==> src/rtl/coo_aggregation_unit.sv <==
// COO edge-list aggregation: accumulates FM x WM product rows into a per-node buffer,
// giving AGG = A * (FM * WM) for the symmetric adjacency A described by the COO list.
module coo_aggregation_unit #(
   parameter int FEATURE_ROWS       = 6,
   parameter int WEIGHT_COLS        = 3,
   parameter int NUM_EDGES          = 6,
   parameter int DOT_PROD_WIDTH     = 16,
   parameter int NODE_WIDTH         = (FEATURE_ROWS > 1) ? $clog2(FEATURE_ROWS) : 1,
   parameter int COUNTER_EDGE_WIDTH = (NUM_EDGES > 1) ? $clog2(NUM_EDGES) : 1
) (
   input  logic                                  clk,
   input  logic                                  reset,
   input  logic                                  start,
   output logic [COUNTER_EDGE_WIDTH-1:0]         coo_address,
   output logic                                  enable_read_coo,
   input  logic [2*NODE_WIDTH-1:0]               coo_in,
   output logic [NODE_WIDTH-1:0]                 read_fm_wm_addr,
   output logic                                  enable_read_fm_wm,
   input  logic [WEIGHT_COLS*DOT_PROD_WIDTH-1:0] fm_wm_row_in,
   input  logic [NODE_WIDTH-1:0]                 agg_read_addr,
   output logic [WEIGHT_COLS*DOT_PROD_WIDTH-1:0] agg_row_out,
   output logic                                  busy,
   output logic                                  done,
   output logic                                  coo_error
);

   localparam logic [2:0] S_IDLE      = 3'd0;
   localparam logic [2:0] S_CLEAR     = 3'd1;
   localparam logic [2:0] S_FETCH_COO = 3'd2;
   localparam logic [2:0] S_LATCH_COO = 3'd3;
   localparam logic [2:0] S_FETCH_B   = 3'd4;
   localparam logic [2:0] S_ACC_A     = 3'd5;
   localparam logic [2:0] S_ACC_B     = 3'd6;
   localparam logic [2:0] S_DONE      = 3'd7;

   localparam int NW1 = NODE_WIDTH + 1;
   localparam logic [NW1-1:0] ROWS_C = NW1'(FEATURE_ROWS);
   localparam logic [COUNTER_EDGE_WIDTH-1:0] LAST_EDGE = COUNTER_EDGE_WIDTH'(NUM_EDGES - 1);

   logic [2:0]                    state_q, state_d;
   logic [COUNTER_EDGE_WIDTH-1:0] edge_cnt_q, edge_cnt_d;
   logic [NODE_WIDTH-1:0]         node_a_q, node_a_d;
   logic [NODE_WIDTH-1:0]         node_b_q, node_b_d;
   logic                          coo_error_q, coo_error_d;
   logic [DOT_PROD_WIDTH-1:0]     agg_q [FEATURE_ROWS][WEIGHT_COLS];
   logic [DOT_PROD_WIDTH-1:0]     agg_d [FEATURE_ROWS][WEIGHT_COLS];

   logic [NODE_WIDTH-1:0] coo_a, coo_b;
   logic                  self_loop;
   logic                  next_edge;

   assign coo_a     = coo_in[NODE_WIDTH-1:0];
   assign coo_b     = coo_in[2*NODE_WIDTH-1:NODE_WIDTH];
   assign self_loop = (node_a_q == node_b_q);

   always_comb begin
      state_d     = state_q;
      edge_cnt_d  = edge_cnt_q;
      node_a_d    = node_a_q;
      node_b_d    = node_b_q;
      coo_error_d = coo_error_q;
      agg_d       = agg_q;
      next_edge   = 1'b0;
      case (state_q)
         S_IDLE: if (start) state_d = S_CLEAR;
         S_CLEAR: begin
            for (int r = 0; r < FEATURE_ROWS; r++)
               for (int c = 0; c < WEIGHT_COLS; c++)
                  agg_d[r][c] = '0;
            edge_cnt_d  = '0;
            coo_error_d = 1'b0;
            state_d     = S_FETCH_COO;
         end
         S_FETCH_COO: state_d = S_LATCH_COO;
         S_LATCH_COO: begin
            node_a_d = coo_a;
            node_b_d = coo_b;
            if (({1'b0, coo_a} >= ROWS_C) || ({1'b0, coo_b} >= ROWS_C)) begin
               coo_error_d = 1'b1;
               next_edge   = 1'b1;
            end else begin
               state_d = S_FETCH_B;
            end
         end
         S_FETCH_B: state_d = S_ACC_A;
         S_ACC_A: begin
            // Row of node_b lands in node_a's accumulator; the reverse direction follows in ACC_B
            for (int r = 0; r < FEATURE_ROWS; r++)
               if (node_a_q == NODE_WIDTH'(r))
                  for (int c = 0; c < WEIGHT_COLS; c++)
                     agg_d[r][c] = agg_q[r][c] + fm_wm_row_in[c*DOT_PROD_WIDTH +: DOT_PROD_WIDTH];
            if (self_loop) next_edge = 1'b1;
            else           state_d   = S_ACC_B;
         end
         S_ACC_B: begin
            for (int r = 0; r < FEATURE_ROWS; r++)
               if (node_b_q == NODE_WIDTH'(r))
                  for (int c = 0; c < WEIGHT_COLS; c++)
                     agg_d[r][c] = agg_q[r][c] + fm_wm_row_in[c*DOT_PROD_WIDTH +: DOT_PROD_WIDTH];
            next_edge = 1'b1;
         end
         S_DONE: if (start) state_d = S_CLEAR;
         default: state_d = S_IDLE;
      endcase
      if (next_edge) begin
         if (edge_cnt_q == LAST_EDGE) begin
            state_d = S_DONE;
         end else begin
            edge_cnt_d = edge_cnt_q + 1'b1;
            state_d    = S_FETCH_COO;
         end
      end
   end

   always_ff @(posedge clk) begin
      if (reset) begin
         state_q     <= S_IDLE;
         edge_cnt_q  <= '0;
         node_a_q    <= '0;
         node_b_q    <= '0;
         coo_error_q <= 1'b0;
         for (int r = 0; r < FEATURE_ROWS; r++)
            for (int c = 0; c < WEIGHT_COLS; c++)
               agg_q[r][c] <= '0;
      end else begin
         state_q     <= state_d;
         edge_cnt_q  <= edge_cnt_d;
         node_a_q    <= node_a_d;
         node_b_q    <= node_b_d;
         coo_error_q <= coo_error_d;
         agg_q       <= agg_d;
      end
   end

   // Memory-side strobes decode straight from state so they fall to 0 the cycle after reset
   always_comb begin
      enable_read_coo   = (state_q == S_FETCH_COO);
      coo_address       = enable_read_coo ? edge_cnt_q : '0;
      enable_read_fm_wm = 1'b0;
      read_fm_wm_addr   = '0;
      if (state_q == S_FETCH_B) begin
         enable_read_fm_wm = 1'b1;
         read_fm_wm_addr   = node_b_q;
      end else if ((state_q == S_ACC_A) && !self_loop) begin
         enable_read_fm_wm = 1'b1;
         read_fm_wm_addr   = node_a_q;
      end
   end

   assign busy      = (state_q != S_IDLE) && (state_q != S_DONE);
   assign done      = (state_q == S_DONE);
   assign coo_error = coo_error_q;

   always_comb begin
      agg_row_out = '0;
      for (int r = 0; r < FEATURE_ROWS; r++)
         if ({1'b0, agg_read_addr} == NW1'(r))
            for (int c = 0; c < WEIGHT_COLS; c++)
               agg_row_out[c*DOT_PROD_WIDTH +: DOT_PROD_WIDTH] = agg_q[r][c];
   end

endmodule

==> config.mk <==
export PLATFORM = sky130hd
export DESIGN_NAME = coo_aggregation_unit
export DESIGN_NICKNAME = d
export VERILOG_FILES = /design/src/rtl/coo_aggregation_unit.sv
export SDC_FILE = /design/constraint.sdc
export NUM_CORES = 1
export LEC_CHECK = 0
export BUFFER_PORTS_ARGS = -buffer_cell sky130_fd_sc_hd__buf_2
export CORE_ASPECT_RATIO = 1.25
export CORE_MARGIN = 2
export CORE_UTILIZATION = 55
export DETAILED_ROUTE_END_ITERATION = 8
export PLACE_DENSITY = 0.79
export SLEW_MARGIN = 20
export SYNTH_ARGS = -nofsm -noshare
export SYNTH_HDL_FRONTEND = slang
export SYNTH_SLANG_ARGS = --single-unit
==> constraint.sdc <==
create_clock -name clk -period 2.4 [get_ports clk]
set_input_delay 0 -clock clk [delete_from_list [all_inputs] [get_ports clk]]
set_output_delay 0 -clock clk [all_outputs]
set_load 0.005 [all_outputs]
# [Word level (Yosys, flattened, before mapping)]
# Index checks and enable logic that the tools add are counted.
[word_totals] ff_bits=301 inputBits=60
[op_classes] eq_ne=41 n_lt_le_gt_ge=2 n_mux=38 add_sub_neg=19 n_reduce_logical=21
[op_table] operator="two-way mux 48 bit" n=18
[op_table] operator="one-hot mux 288 bit (3 select lines)" n=1
[op_table] operator="adder 16 bit" n=18
[op_table] operator="equality test 3 bit (second input constant)" n=11
[op_table] operator="two-way mux 3 bit" n=11
[op_table] operator="inequality test 2 bit (second input constant)" n=13
[op_table] operator="equality test 3 x 2 -> 1 bit (second input constant)" n=8
[op_table] operator="one-hot mux 3 bit (6 select lines)" n=1
[op_table] operator="AND reduction 3 bit" n=6
[op_table] operator="equality test 3 x 1 -> 1 bit (second input constant)" n=4
[op_table] operator="logical NOT 3 bit" n=4
[op_table] operator="inequality test 3 bit (second input constant)" n=3
[op_table] operator="nonzero test 7 bit" n=1
[op_table] operator="greater-or-equal comparator 3 bit (second input constant)" n=2
[op_table] operator="nonzero test 3 bit" n=2
[op_table] operator="two-way mux 1 bit" n=5
[op_table] operator="AND reduction 4 bit" n=1
[op_table] operator="adder 3 x 1 -> 3 bit (second input constant)" n=1
[op_table] operator="equality test 3 bit" n=1
[op_table] operator="inequality test 3 x 1 -> 1 bit (second input constant)" n=1
[op_table] operator="one-hot mux 1 bit (3 select lines)" n=1
[op_table] operator="logical AND 1 bit" n=2
[op_table] operator="one-hot mux 1 bit (2 select lines)" n=1
[op_table] operator="AND reduction 2 bit" n=1
[op_table] operator="other kinds (4)" n=4

# [Logic depth before layout (Yosys ltp)]
[logic_depth] ltp_word=7 depth_mapped=11 ltp_nobuf=11

# [Worst setup path after synthesis]
# No wires, ideal clock.
[synth_path] kind="register to register" from="reg agg_q[48] (netlist name)" to="reg agg_q[60] (netlist name)" setup_ps=127 stages_incl_launch_ff=12 path_slack_ps=-93 required_time_ps=2273 path_buffers=0 t_arrival_ps=2367 path_cell_list="dfxtp_1 ha_1 inv_1 fa_1 nor2b_1 o21ai_1 a21boi_1 o211ai_1 a211oi_1 o21ai_1 nor4b_1 or3_1"
[synth_between] elab_chain_cells=3 word_cells_on_any_way=4 cone_classes="add/sub: 1; mux: 3"
[synth_lines] element="start: declaration" line_no="45" rtl="logic [DOT_PROD_WIDTH-1:0] agg_q [FEATURE_ROWS][WEIGHT_COLS];"
[synth_lines] element="start signal: assignment" line_no="131" rtl="agg_q <= agg_d;"
[synth_lines] element="adder 16 bit (*)" line_no="91, 99"
[synth_lines] element="two-way mux 48 bit (on tied branches)" line_no="97, 89"
[synth_lines] element="one-hot mux 288 bit (3 select lines) (*)" line_no="64" rtl="case (state_q)"
# Mark *: on every way between the ends. The rest lies on a longest branch, timed or not. The select of a mux whose other input is x is not followed.
# A chain may end at the register's enable or synchronous reset.

# [Final worst setup path]
[layout_path] from="reg agg_q[33] (netlist name)" to="reg agg_q[47] (netlist name)"
# Same word-level chain as after synthesis.

==> results.md <==
* Status: finished, violations left
* Failing checks: setup timing
* Avg WL per Cell at 21.70 um
* Die height at 241.5 um
* EDFF count, synth at 0
* Tcrit/Tclk final at 105.4%
* Final setup vio count at 10
* Hold Crit Class: in2reg
* Post-Syn Instances at 3108
* Final worst setup slack at -0.1297 ns
* Worst-skew pair later-pin latency at 0.56 ns
* Synth top area cells: dfxtp_1 (24%), ha_1 (14%), a21oi_1 (5.8%)
* Final hold vios at 0
* Seq/Total Area, Yosys at 24.29%
* I/O pin total at 119
* Worst EP required at a little under 3 ns
* Via Count at 26380
* Power after layout at roughly 14 mW
* Multi-input logic area at 19260 um^2
* Most frequent cell after synthesis: nor2_1
* Critical Path Source Type: flop
* Finished Layout Cells at 4064
* Antenna violations before repair at 2
* Flops & latches, synth at 301
* DR pass1 iterations at 6
* Post-Syn Nets at 3458
* Avg Cell Area, Syn at 7.983 um^2
* Setup TNS at -0.6217 ns
* Pwr dens at 433.3 nW/um^2
* Max_slew headroom at a little under two fifths
* DRT iter0 DRCs at 2121
* Starting Density at 55.33%
* First-pass GRT wire length at 130900 um
* Top cell type's share of synthesized area at 24.29%
* NumNets Final at 3812
* RSZ-0062 raised after global routing: yes
* Most frequent cells after synthesis: nor2_1 (322), dfxtp_1 (301), a21oi_1 (288), ha_1 (272), nand2_1 (254)
* Syn-to-layout area delta at 25.67%
* Core ar. at 44850 um^2
* Total grt overflow at 0
* Number of global-route vias before repair at 25540
* Vias per cell at 6.491
* Drt drc at 0
* Max-cap check violation count at 0
* LEAKAGE at around 14 nW
* Max rail drop VDD at 570.9 uV
* Post-synth top area cell: dfxtp_1
* Die footprint at 46840 um^2
* Clock root buffer: clkbuf_16
* Placed Cells at roughly 3900
* FILL cells at 3419
* Synth warn at 0
* # H-tree levels at 2
* Worst Tran Pin Value at roughly 0.94 ns
* Fin Hold WS at 0.01830 ns
* Post-layout min period at around 2.5 ns
* Gr usage total at 34.63%
* WP data arrival at 3.03 ns
* CP endpoint kind: flop
* DRT antenna net count at 0
* Worst Path Max Fanout at 3
* Share of layout cells above drive strength 1 at around 23%
* CTS Sinks at about 300
* TritonCTS buffer count at 36
* DRT Wirelength at 88170 um
* Register area at slightly above 6000 um^2
* Setup Slack @ Placement at -0.3478 ns
* Num rows at 87
* Synth unique cells at 80
* CTS tree: built
* Asr flop ratio synth at 0%
* GPL Wtd Cong at between 0.9 and 1
* Hpwl dp at between 60000 and 70000 um
* Worst Skew at between 0.015 and 0.02 ns
* Post-Syn Area at 24810 um^2
* Fmax at around 400 MHz
* Die width at 194.0 um
* Clock tree buffer depth at 3
* Port Buf Inserts at 118
* Critical path class: reg2reg
* Clock-pin slew on the worst setup and hold paths at approximately 0.060 ns
* Largest net degree at the start of global routing at 73
* Final Max Tran Viols at 0
* Dominant synthesized flop cell: dfxtp_1
[flip-flops by register name, summed over array words and instances, names as in the netlist]
register / cells
agg_q: 288
edge_cnt_q: 3
node_a_q: 3
node_b_q: 3
state_q: 3
coo_error: 1
[stage by stage]
stage	utilization (%)	instance area, um^2
3_5_place_dp	62.15	27870
5_1_grt	69.52	31180
2_1_floorplan	-	24850
3_3_place_gp	62.15	27870
6_report	69.53	31180
4_1_cts	67.15	30120
[repair_timing]
action,CTS,global route
setup endpoints to repair,62,89
setup buffers,36,38
pin swaps,62,117
resized for setup,123,180
hold buffers,13,0
gates cloned,0,1
endpoints found under the hold margin,33,0
[routing by layer]
metal	wire length, um	track usage, %	up-vias	share of wire [%]
li1	-	-	12220	-
met1	32720	38.22	12500	37
met2	41680	59.95	1226	47
met3	6677	5.638	431	7.6
met4	7092	26.72	2	8.0
met5	13	0	-	0.015
[cell type report]
class,count,area share (%)
antenna,1,0.008025
clock buffer,49,3.371
clock inverter,12,0.7744
inverter,103,1.240
multi-input combinational,2562,61.76
sequential,301,19.40
tap,578,2.319
timing repair buffer,458,11.13
[path summary, 6_finish.rpt]
check | start | to | slack, ns | depth (start not counted)
worst max register to register | agg_q[33]$_SDFFE_PP0P_ | agg_q[47]$_SDFFE_PP0P_ | -0.13 | 9
worst min register to register | agg_q[140]$_SDFFE_PP0P_ | agg_q[140]$_SDFFE_PP0P_ | 0.47 | 2
worst min-delay path | fm_wm_row_in[16] | agg_q[64]$_SDFFE_PP0P_ | 0.02 | 4
worst max-delay path | agg_q[33]$_SDFFE_PP0P_ | agg_q[47]$_SDFFE_PP0P_ | -0.13 | 9
[worst max-delay path: stages, from the launching register on]
cell,delay (ns)
dfxtp_2,0.35
ha_4,0.20
a21oi_2,0.14
o211ai_1,0.20
o311ai_4,0.35
nand3_2,0.17
a2111oi_4,0.34
a311oi_2,0.08
or4b_1,0.53
nand3_1,0.09
[cell usage in the layout (no fill, tap or decap), types with 42 or more instances in the layout]
master / n
nor3_1: 68
dfxtp_1: 282
a22o_1: 43
xor2_1: 68
mux2i_1: 94
inv_1: 97
buf_4: 302
buf_2: 116
a22oi_1: 65
o21ai_0: 127
o21a_1: 46
nor2b_1: 45
nand2_1: 252
nor2_1: 319
a21o_1: 87
xnor2_1: 100
a21oi_2: 42
a21oi_1: 242
nand3_1: 54
ha_1: 242
[cell families after synthesis]
family          share of synthesized area [%]
simple gates                            19.23
xor+xnor                                5.930
flops                                   24.29
buf+inv                                 3.832
compound gates                          26.18
fa+ha+maj                               15.17
mux                                     5.375
[power breakdown]
group          switching, mW  internal [mW]  total, mW
logic                   1.49          0.788       2.28
clock network           2.40           3.81       6.21
registers             0.0158           5.01       5.03
total                   3.90           9.61       13.5
Note: power is estimated with default switching activity, not from simulation.
